## src/rtl/div_pkg.sv

```systemverilog
// Shared types and constants for the sequential radix-2 divider and its
// EXECUTE-stage users (FS opcodes sit next to the ALU's MUL/MUI codes).
package div_pkg;

  typedef enum logic [1:0] {IDLE, CALC, FIX} state_t;

  localparam int WIDTH_DEF = 32;

  localparam logic [4:0] FS_DIV = 5'b11100;
  localparam logic [4:0] FS_DVI = 5'b11101;

  localparam int CNT_W_DEF = $clog2(WIDTH_DEF + 1);

  function automatic int cnt_width(input int w);
    return $clog2(w + 1);
  endfunction

endpackage

```

## src/rtl/div_step.sv

```systemverilog
// One restoring-division iteration: shift {rem,quo} left, trial-subtract the
// divisor and keep the difference only when it does not go negative.
module div_step #(
  parameter int WIDTH = 32
) (
  input  logic [WIDTH-1:0] rem,
  input  logic [WIDTH-1:0] quo,
  input  logic [WIDTH-1:0] divisor,
  output logic [WIDTH-1:0] rem_next,
  output logic [WIDTH-1:0] quo_next
);

  logic [WIDTH:0]   rem_sh;
  logic             fits;
  logic [WIDTH-1:0] diff;

  assign rem_sh = {rem, quo[WIDTH-1]};
  assign fits   = rem_sh >= {1'b0, divisor};
  // When fits, the true difference is below divisor, so WIDTH bits suffice.
  assign diff   = rem_sh[WIDTH-1:0] - divisor;

  assign rem_next = fits ? diff : rem_sh[WIDTH-1:0];
  assign quo_next = {quo[WIDTH-2:0], fits};

endmodule

```

## src/rtl/seq_divider.sv

```systemverilog
// Iterative radix-2 restoring divider, WIDTH+1 cycles per normal divide.
// Define DIV_SIGNED_EN to honour signed_op (abs/sign fix-up and V overflow).
module seq_divider
  import div_pkg::*;
#(
  parameter int WIDTH = WIDTH_DEF
) (
  input  logic             clk,
  input  logic             rst,
  input  logic             start,
  input  logic             signed_op,
  input  logic [WIDTH-1:0] dividend,
  input  logic [WIDTH-1:0] divisor,
  output logic             busy,
  output logic             done,
  output logic [WIDTH-1:0] quotient,
  output logic [WIDTH-1:0] remainder,
  output logic             Z,
  output logic             N,
  output logic             V,
  output logic             div_zero
);

  localparam int CNT_W = cnt_width(WIDTH);
  localparam logic [CNT_W-1:0] LAST = CNT_W'(WIDTH - 1);
  localparam logic [WIDTH-1:0] MOST_NEG = {1'b1, {(WIDTH-1){1'b0}}};

  state_t           state, state_nxt;
  logic [CNT_W-1:0] count;
  logic [WIDTH-1:0] rem_w, quo_w, dvsr_w;
  logic [WIDTH-1:0] rem_nxt, quo_nxt;
  logic [WIDTH-1:0] q_fix, r_fix;
  logic             neg_q, neg_r;
  logic             sgn, a_neg, b_neg, is_zero, is_ovf;

  function automatic logic [WIDTH-1:0] abs_mag(input logic [WIDTH-1:0] x,
                                               input logic neg);
    return neg ? (~x + 1'b1) : x;
  endfunction

  function automatic logic [WIDTH-1:0] apply_sign(input logic [WIDTH-1:0] x,
                                                  input logic neg);
    return neg ? (~x + 1'b1) : x;
  endfunction

`ifdef DIV_SIGNED_EN
  assign sgn = signed_op;
`else
  logic unused_signed_op;
  assign unused_signed_op = signed_op;
  assign sgn = 1'b0;
`endif

  assign a_neg   = sgn & dividend[WIDTH-1];
  assign b_neg   = sgn & divisor[WIDTH-1];
  assign is_zero = (divisor == '0);
  assign is_ovf  = sgn && (dividend == MOST_NEG) && (&divisor);

  div_step #(.WIDTH(WIDTH)) u_step (
    .rem      (rem_w),
    .quo      (quo_w),
    .divisor  (dvsr_w),
    .rem_next (rem_nxt),
    .quo_next (quo_nxt)
  );

  assign q_fix = apply_sign(quo_w, neg_q);
  assign r_fix = apply_sign(rem_w, neg_r);

  always_ff @(posedge clk) begin
    if (rst) state <= IDLE;
    else     state <= state_nxt;
  end

  always_comb begin
    state_nxt = state;
    case (state)
      IDLE:    if (start && !is_zero && !is_ovf) state_nxt = CALC;
      CALC:    if (count == LAST) state_nxt = FIX;
      FIX:     state_nxt = IDLE;
      default: state_nxt = IDLE;
    endcase
  end

  // Control and architected outputs: reset clears them, aborting any divide.
  always_ff @(posedge clk) begin
    if (rst) begin
      busy      <= 1'b0;
      done      <= 1'b0;
      quotient  <= '0;
      remainder <= '0;
      Z         <= 1'b0;
      N         <= 1'b0;
      V         <= 1'b0;
      div_zero  <= 1'b0;
      count     <= '0;
    end else begin
      done <= 1'b0;
      case (state)
        IDLE: if (start) begin
          Z        <= 1'b0;
          N        <= 1'b0;
          V        <= 1'b0;
          div_zero <= 1'b0;
          count    <= '0;
          if (is_zero) begin
            quotient  <= '1;
            remainder <= dividend;
            div_zero  <= 1'b1;
            N         <= 1'b1;
            done      <= 1'b1;
          end else if (is_ovf) begin
            quotient  <= MOST_NEG;
            remainder <= '0;
            V         <= 1'b1;
            N         <= 1'b1;
            done      <= 1'b1;
          end else begin
            busy <= 1'b1;
          end
        end
        CALC: count <= count + 1'b1;
        FIX: begin
          quotient  <= q_fix;
          remainder <= r_fix;
          Z         <= (q_fix == '0);
          N         <= q_fix[WIDTH-1];
          busy      <= 1'b0;
          done      <= 1'b1;
        end
        default: ;
      endcase
    end
  end

  // Working registers carry data only and need no reset.
  always_ff @(posedge clk) begin
    case (state)
      IDLE: if (start) begin
        rem_w  <= '0;
        quo_w  <= abs_mag(dividend, a_neg);
        dvsr_w <= abs_mag(divisor, b_neg);
        neg_q  <= a_neg ^ b_neg;
        neg_r  <= a_neg;
      end
      CALC: begin
        rem_w <= rem_nxt;
        quo_w <= quo_nxt;
      end
      default: ;
    endcase
  end

endmodule

```

## config.mk

```make
export PLATFORM = sky130hd
export DESIGN_NAME = seq_divider
export DESIGN_NICKNAME = d
export VERILOG_FILES = /design/src/rtl/div_pkg.sv /design/src/rtl/div_step.sv /design/src/rtl/seq_divider.sv
export SDC_FILE = /design/constraint.sdc
export NUM_CORES = 1
export LEC_CHECK = 0
export ABC_AREA = 0
export BUFFER_PORTS_ARGS = -buffer_cell sky130_fd_sc_hd__buf_2
export CORE_MARGIN = 5
export CORE_UTILIZATION = 34
export CTS_CLUSTER_DIAMETER = 120
export DETAILED_ROUTE_END_ITERATION = 10
export GPL_TIMING_DRIVEN = 0
export SLEW_MARGIN = 5
export SYNTH_ARGS = -nofsm -noshare
export SYNTH_HDL_FRONTEND = slang
export SYNTH_HIERARCHICAL = 1
export SYNTH_SLANG_ARGS = --single-unit
export TNS_END_PERCENT = 10
```

## constraint.sdc

```tcl
create_clock -name clk -period 3.6 [get_ports clk]
set_input_delay 0.18 -clock clk [delete_from_list [all_inputs] [get_ports clk]]
set_output_delay 0.18 -clock clk [all_outputs]
set_load 0.05 [all_outputs]
```

# After elaboration in Yosys (flattened, before gate mapping)
# Index checks and enable logic that the tools add are counted.
# W data, S select, Z words.
[word_totals]
ff_bits = 173
in_bits = 68
out_inout_bits = 70
word_cells = 62
[op_classes]
n_addsub = 2
magnitude_cmp = 1
n_eq_ne = 8
n_mux = 26
n_reduce_logical = 13
[op_table]
columns = ["operator", "n"]
rows = [
  ["$pmux W32 S2", 4],
  ["$mux W32", 7],
  ["$logic_not A32 Y1", 2],
  ["$ge A33 B32 Y1", 1],
  ["$sub A32 B32 Y32", 1],
  ["$pmux W6 S2", 1],
  ["$ne A2 B2 Y1 const B", 5],
  ["$pmux W1 S2", 4],
  ["$reduce_and A2 Y1", 4],
  ["$add A6 B1 Y6 const B", 1],
  ["$eq A6 B5 Y1 const B", 1],
  ["$mux W1", 6],
  ["$mux W6", 1],
  ["$reduce_and A3 Y1", 2],
  ["$mux W2", 2],
  ["$pmux W2 S2", 1],
  ["$reduce_bool A2 Y1", 2],
  ["$eq A2 B1 Y1 const B", 1],
  ["$eq A2 B2 Y1 const B", 1],
  ["$logic_not A2 Y1", 1],
  ["$logic_and A1 B1 Y1", 1],
  ["$logic_not A1 Y1", 1],
]

# Depth between registers and ports, before layout
[depth]
word_depth = 5
ltp_mapped = 16
mapped_depth_nobuf = 12

# By module
# Netlist, hierarchy kept.
[modules_own_cells]
columns = ["mod", "instances", "cells_per_inst", "area_per_inst_um2"]
rows = [
  ["seq_divider", 1, 684, 7413.4],
  ["div_step", 1, 355, 2571.2],
]

# Least setup slack after synthesis
# Ideal clock, no wire load.
[synth_path]
path_kind = "reg-to-reg"
from = "register rem_w[6]"
to = "register rem_w[21] (data pin)"
setup_ns = 0.255
t_arrival_ns = 2.872
slack_ns = 0.474
stages_incl_launch_ff = 14
path_buffers = 2
path_cell_list = "edfxtp_1 > ha_1 > a21oi_2 > a211oi_1 > or3_4 > nor4b_4 > o21ai_2 > a31oi_4 > o21a_4 > inv_2 > buf_6 > buf_12 > mux2_4 > and2_1"
[synth_via]
elab_chain_len = 3
elab_cells_between_ends = 4
classes_between = "add/sub (1); order compare (1); mux (2)"
[synth_rtl]
columns = ["item", "line_no", "source"]
rows = [
  ["from (decl)", "seq_divider.sv:30", "logic [WIDTH-1:0] rem_w, quo_w, dvsr_w;"],
  ["from (signal assigned)", "seq_divider.sv:147", "rem_w <= rem_nxt;"],
  ["$ge A33 B32 Y1", "div_step.sv:18", "assign fits = rem_sh >= {1'b0, divisor};"],
  ["named net u_step.fits", "div_step.sv:14", "logic fits;"],
  ["$mux W32", "div_step.sv:22", "assign rem_next = fits ? diff : rem_sh[WIDTH-1:0];"],
  ["named net rem_nxt[21]", "seq_divider.sv:31", "logic [WIDTH-1:0] rem_nxt, quo_nxt;"],
  ["$pmux W32 S2", "seq_divider.sv:138", "case (state)"],
]
# The timed path passes the listed nets, and every way through them passes these cells.
# A chain may end at the register's enable or synchronous reset.

# Final worst setup path
[layout_path]
from = "register rem_w[10]"
to = "register rem_w[28] (data pin)"
# Same word-level chain as after synthesis.

==> PnR_summary.wiki <==
{| class="wikitable"
! Metric !! Value
|-
| Worst supply voltage drop on vdd || 310 uV
|-
| Buffers added on ports || 135
|-
| Critical R2R Launch || rem_w[10]
|-
| Final setup TNS || 0 ns
|-
| Flip-flop and latch count after synthesis || 173
|-
| Cell chain of the critical path || ha_1 > buf_2 > nand4_1 > a211oi_1 > or3_4 > nor4b_4 > o21ai_2 > a31oi_4 > o21a_4 > inv_2 > buf_6 > buf_12 > mux2_4 > and2_1
|-
| Result of the run || finished clean
|-
| Fraction of met1 tracks used by global routing || 0.228
|-
| Final RePlAce weighted congestion || 0.895
|-
| Number of top-level pins || 138
|-
| Total iterations of the first detailed-routing run || 6
|-
| Yosys warning count || 6
|-
| Hold/Removal Path Class || input pin to register
|-
| DIE WIDTH || 181 um
|-
| Cell chosen for the clock root || sky130_fd_sc_hd__clkbuf_16
|-
| DR vias || 8129
|-
| Number of H-tree levels || 4
|-
| Worst path bufs/invs || 4
|-
| Multi-input logic area || 4840 sq um
|-
| Utilization of the core after routing || 0.421
|-
| Vias per Instance || 4.99
|-
| EDFF count, synth || 96
|-
| Required arrival time at the worst endpoint || 3.80 ns
|-
| Die outline height || 181 um
|-
| Most used routing layer in global routing || met2
|-
| Starting density of the core || 0.346
|-
| Net count reported at finish || 1333
|-
| DRC violations left || 0
|-
| Clock latency at the later pin of the worst-skew pair || 0.45 ns
|-
| CP max stage cell || sky130_fd_sc_hd__edfxtp_1
|-
| Area of the placeable core || 28900 sq um
|-
| Met3 Use GR || 0.0318
|-
| Bufs on Longest Clock Path || 2
|-
| Largest net degree at the start of global routing || 67
|-
| Number of antenna violations at the first check in global routing || 1
|-
| Slew at the pin closest to its max-slew limit || 0.842 ns
|-
| Worst setup endpoint || rem_w[28]
|-
| Leakage power || 5.19 nW
|-
| Primary flip-flop cell chosen by synthesis mapping || sky130_fd_sc_hd__edfxtp_1
|-
| Remaining global-route overflow || 0
|-
| Number of placement rows || 62
|-
| Synthesized netlist cell count || 1039
|-
| Post-detailed-routing wire length || 27.7 mm
|-
| Share of synthesized registers carrying an async set or reset || 0
|-
| Critical path start-end classification || register to register
|-
| Inserted Clock Buffers || 17
|-
| Setup violations, final || 0
|-
| Count of cells along the worst register-to-register path || 14
|-
| Synthesized cell area || 9980 sq um
|-
| Area enclosed by the die boundary || 32900 sq um
|-
| TritonCTS sink count || 173
|-
| Final worst clock skew || 0.0116 ns
|-
| Remaining antenna violation count after routing || 0
|-
| Period minus WS final || 3.49 ns
|-
| Clock slew at the register clock pins of the worst setup and hold paths || 0.08 ns
|-
| Overall routing resource usage || 0.165
|-
| Wire length of the first global-routing pass || 43.5 mm
|-
| Maximum single-stage delay on the critical path || 0.47 ns
|-
| CTS tree || yes
|-
| Worst setup path startpoint || rem_w[10]
|-
| Levels on crit path || 14
|-
| Final Hold Viols || 0
|-
| Register area share after synthesis || 0.443
|-
| Upper clock frequency limit || 0.287 GHz
|-
| Mean instance size in the synthesized netlist || 9.61 sq um
|-
| Number of global-route vias before repair || 7934
|-
| Met2 Use GR || 0.266
|-
| Sequential cell area || 4420 sq um
|-
| Max-capacitance violation count || 0
|-
| Layout overhead on the synthesized area || 21.6%
|-
| Worst Path Max Fanout || 10
|-
| Data arrival time at the worst-slack endpoint || 3.69 ns
|-
| Critical Path End Type || register
|-
| Slack of the worst reg-to-reg path || 0.11 ns
|-
| Fill cells || 2930
|-
| Ratio of final minimum period to clock period || 0.969
|-
| Distinct cell type count of the synthesized netlist || 69
|-
| Power density normalized to cell area || 504 nW/um^2
|-
| Reg2reg end || rem_w[28]
|-
| 1st-iter DRT viols || 564
|-
| Per-cell routed wire length || 17.0 um
|-
| Relative max-transition margin || 0.438
|-
| Sum of net half-perimeters after detailed placement || 21.3 mm
|-
| Pins Over Slew Limit || 0
|-
| Top cell family by delay on the critical path || simple AND/OR/NAND/NOR gates
|-
| Net Count, Synth || 1141
|-
| Fraction of layout cells with a size suffix above 1 || 0.245
|-
| Startpoint type of the worst setup path || register
|}
report_power, final:
part           leakage (nW)  switching [mW]  total, mW  internal, mW
Combinational          3.31           0.933       1.78         0.843
Clock                 0.290           0.932       1.87         0.936
Sequential             1.59           0.161       2.47          2.31
Total                  5.19            2.03       6.12          4.09
final cells by class:
class | count | area share
diodes | 1 | 0.000206
plain buffers | 99 | 0.0480
clock buffers | 17 | 0.0351
clock inverters | 15 | 0.0141
inverters | 43 | 0.0135
multi-input cells | 723 | 0.399
flip-flops and latches | 173 | 0.365
well taps | 384 | 0.0396
repair buffers | 174 | 0.0864
kinds of logic (layout without fill, tap and decap cells):
group / count (synthesis) / in the layout / synth area share
other: 1 / 2 / 0.000376
multiplexers: 32 / 32 / 0.0391
buffers and inverters: 143 / 348 / 0.0749
AND/OR/NAND/NOR: 398 / 398 / 0.189
AO/OA/AOI/OAI: 228 / 228 / 0.184
flip-flops: 173 / 173 / 0.443
XOR/XNOR: 30 / 30 / 0.0263
adder cells (fa/ha/maj): 34 / 34 / 0.0434
per-stage QoR:
| step | hold slack (ns) | std cells | power (mW) | setup WS [ns] | instance area, sq um |
|---|---|---|---|---|---|
| final | 0.0181 | 1629 | 6.12 | 0.113 | 12100 |
| after global routing | 0.0237 | 1629 | 6.45 | -0.0157 | 12100 |
| after CTS | 0.00635 | 1622 | 6.10 | -0.0209 | 12100 |
| after detailed placement | 0.376 | 1558 | 4.20 | -0.120 | 11100 |
| after global placement | 0.375 | 1558 | 4.20 | -0.136 | 11100 |
| after floorplan | 0.279 | 1039 | 3.78 | 0.474 | 9980 |
cell usage in the layout (no fill, tap or decap), types with 13 or more instances in the layout:
cell type,instances
sky130_fd_sc_hd__o211ai_2,27
sky130_fd_sc_hd__nand2_1,157
sky130_fd_sc_hd__o21ai_0,13
sky130_fd_sc_hd__xnor2_1,20
sky130_fd_sc_hd__dfxtp_1,77
sky130_fd_sc_hd__mux2_2,20
sky130_fd_sc_hd__buf_2,144
sky130_fd_sc_hd__ha_1,31
sky130_fd_sc_hd__and2_1,34
sky130_fd_sc_hd__a32oi_1,32
sky130_fd_sc_hd__nor4_1,18
sky130_fd_sc_hd__clkbuf_1,46
sky130_fd_sc_hd__nor2b_1,40
sky130_fd_sc_hd__o21a_1,36
sky130_fd_sc_hd__inv_1,40
sky130_fd_sc_hd__dlygate4sd3_1,32
sky130_fd_sc_hd__nor2_1,95
sky130_fd_sc_hd__a21oi_1,26
sky130_fd_sc_hd__buf_4,40
sky130_fd_sc_hd__edfxtp_1,96
sky130_fd_sc_hd__o211ai_1,40
sky130_fd_sc_hd__clkbuf_16,17
per-layer routing:
layer	wire length [um]	share of wire
met1	12900	0.46
met5	0	0
met3	1580	0.057
met4	547	0.020
met2	12700	0.46
worst min-delay path, delay by kind of cell:
family        cells  cell delay (ns)
simple gates      2             0.09
buf+inv           1             0.09
worst min-delay path by stage:
stage	start	end	depth (start not counted)
detailed placement	divisor[27]	dvsr_w[27]	1
CTS	dividend[7]	quo_w[7]	3
global placement	divisor[3]	dvsr_w[3]	1
global route	dividend[8]	remainder[8]	3
finish	dividend[7]	quo_w[7]	3
floorplan	divisor[0]	dvsr_w[0]	0
repair_timing:
item                                    CTS  global route
pin swaps                                 0             4
resized for setup                         2             5
cloned                                    0             0
endpoints found under the hold margin    32             0
setup buffers                             0             7
endpoints found under the setup margin   28            28
hold buffers                             32             0
sequential cells by signal, summed over array words and instances (netlist names):
name and flops:
N 1, Z 1, busy 1, count 6
div_zero 1, done 1, dvsr_w 32, quo_w 32
quotient 32, rem_w 32, remainder 32, state 2
synth_stat cells, types with 5 or more instances:
cell	number	area share
sky130_fd_sc_hd__o211ai_2	27	0.034
sky130_fd_sc_hd__nor3_1	11	0.0055
sky130_fd_sc_hd__o211ai_1	40	0.030
sky130_fd_sc_hd__mux2_4	9	0.014
sky130_fd_sc_hd__a31oi_1	6	0.0038
sky130_fd_sc_hd__nor2_1	95	0.036
sky130_fd_sc_hd__o21ai_0	14	0.0070
sky130_fd_sc_hd__and2_1	34	0.021
sky130_fd_sc_hd__xnor2_1	20	0.018
sky130_fd_sc_hd__edfxtp_1	96	0.29
sky130_fd_sc_hd__nand3_1	11	0.0055
sky130_fd_sc_hd__o21a_1	36	0.027
sky130_fd_sc_hd__nand4_1	11	0.0069
sky130_fd_sc_hd__o21bai_1	5	0.0038
sky130_fd_sc_hd__a21oi_1	27	0.014
sky130_fd_sc_hd__nor4_1	18	0.011
sky130_fd_sc_hd__nor2b_1	40	0.025
sky130_fd_sc_hd__ha_1	33	0.041
sky130_fd_sc_hd__clkbuf_1	47	0.018
sky130_fd_sc_hd__dfxtp_1	77	0.15
sky130_fd_sc_hd__a21o_1	9	0.0068
sky130_fd_sc_hd__buf_2	9	0.0045
sky130_fd_sc_hd__a32oi_1	32	0.028
sky130_fd_sc_hd__buf_6	8	0.0090
sky130_fd_sc_hd__nand2_1	157	0.059
sky130_fd_sc_hd__inv_1	41	0.015
sky130_fd_sc_hd__xor2_1	10	0.0088
sky130_fd_sc_hd__buf_4	33	0.025
sky130_fd_sc_hd__mux2_2	20	0.023
(Power assumes the default switching activity.)
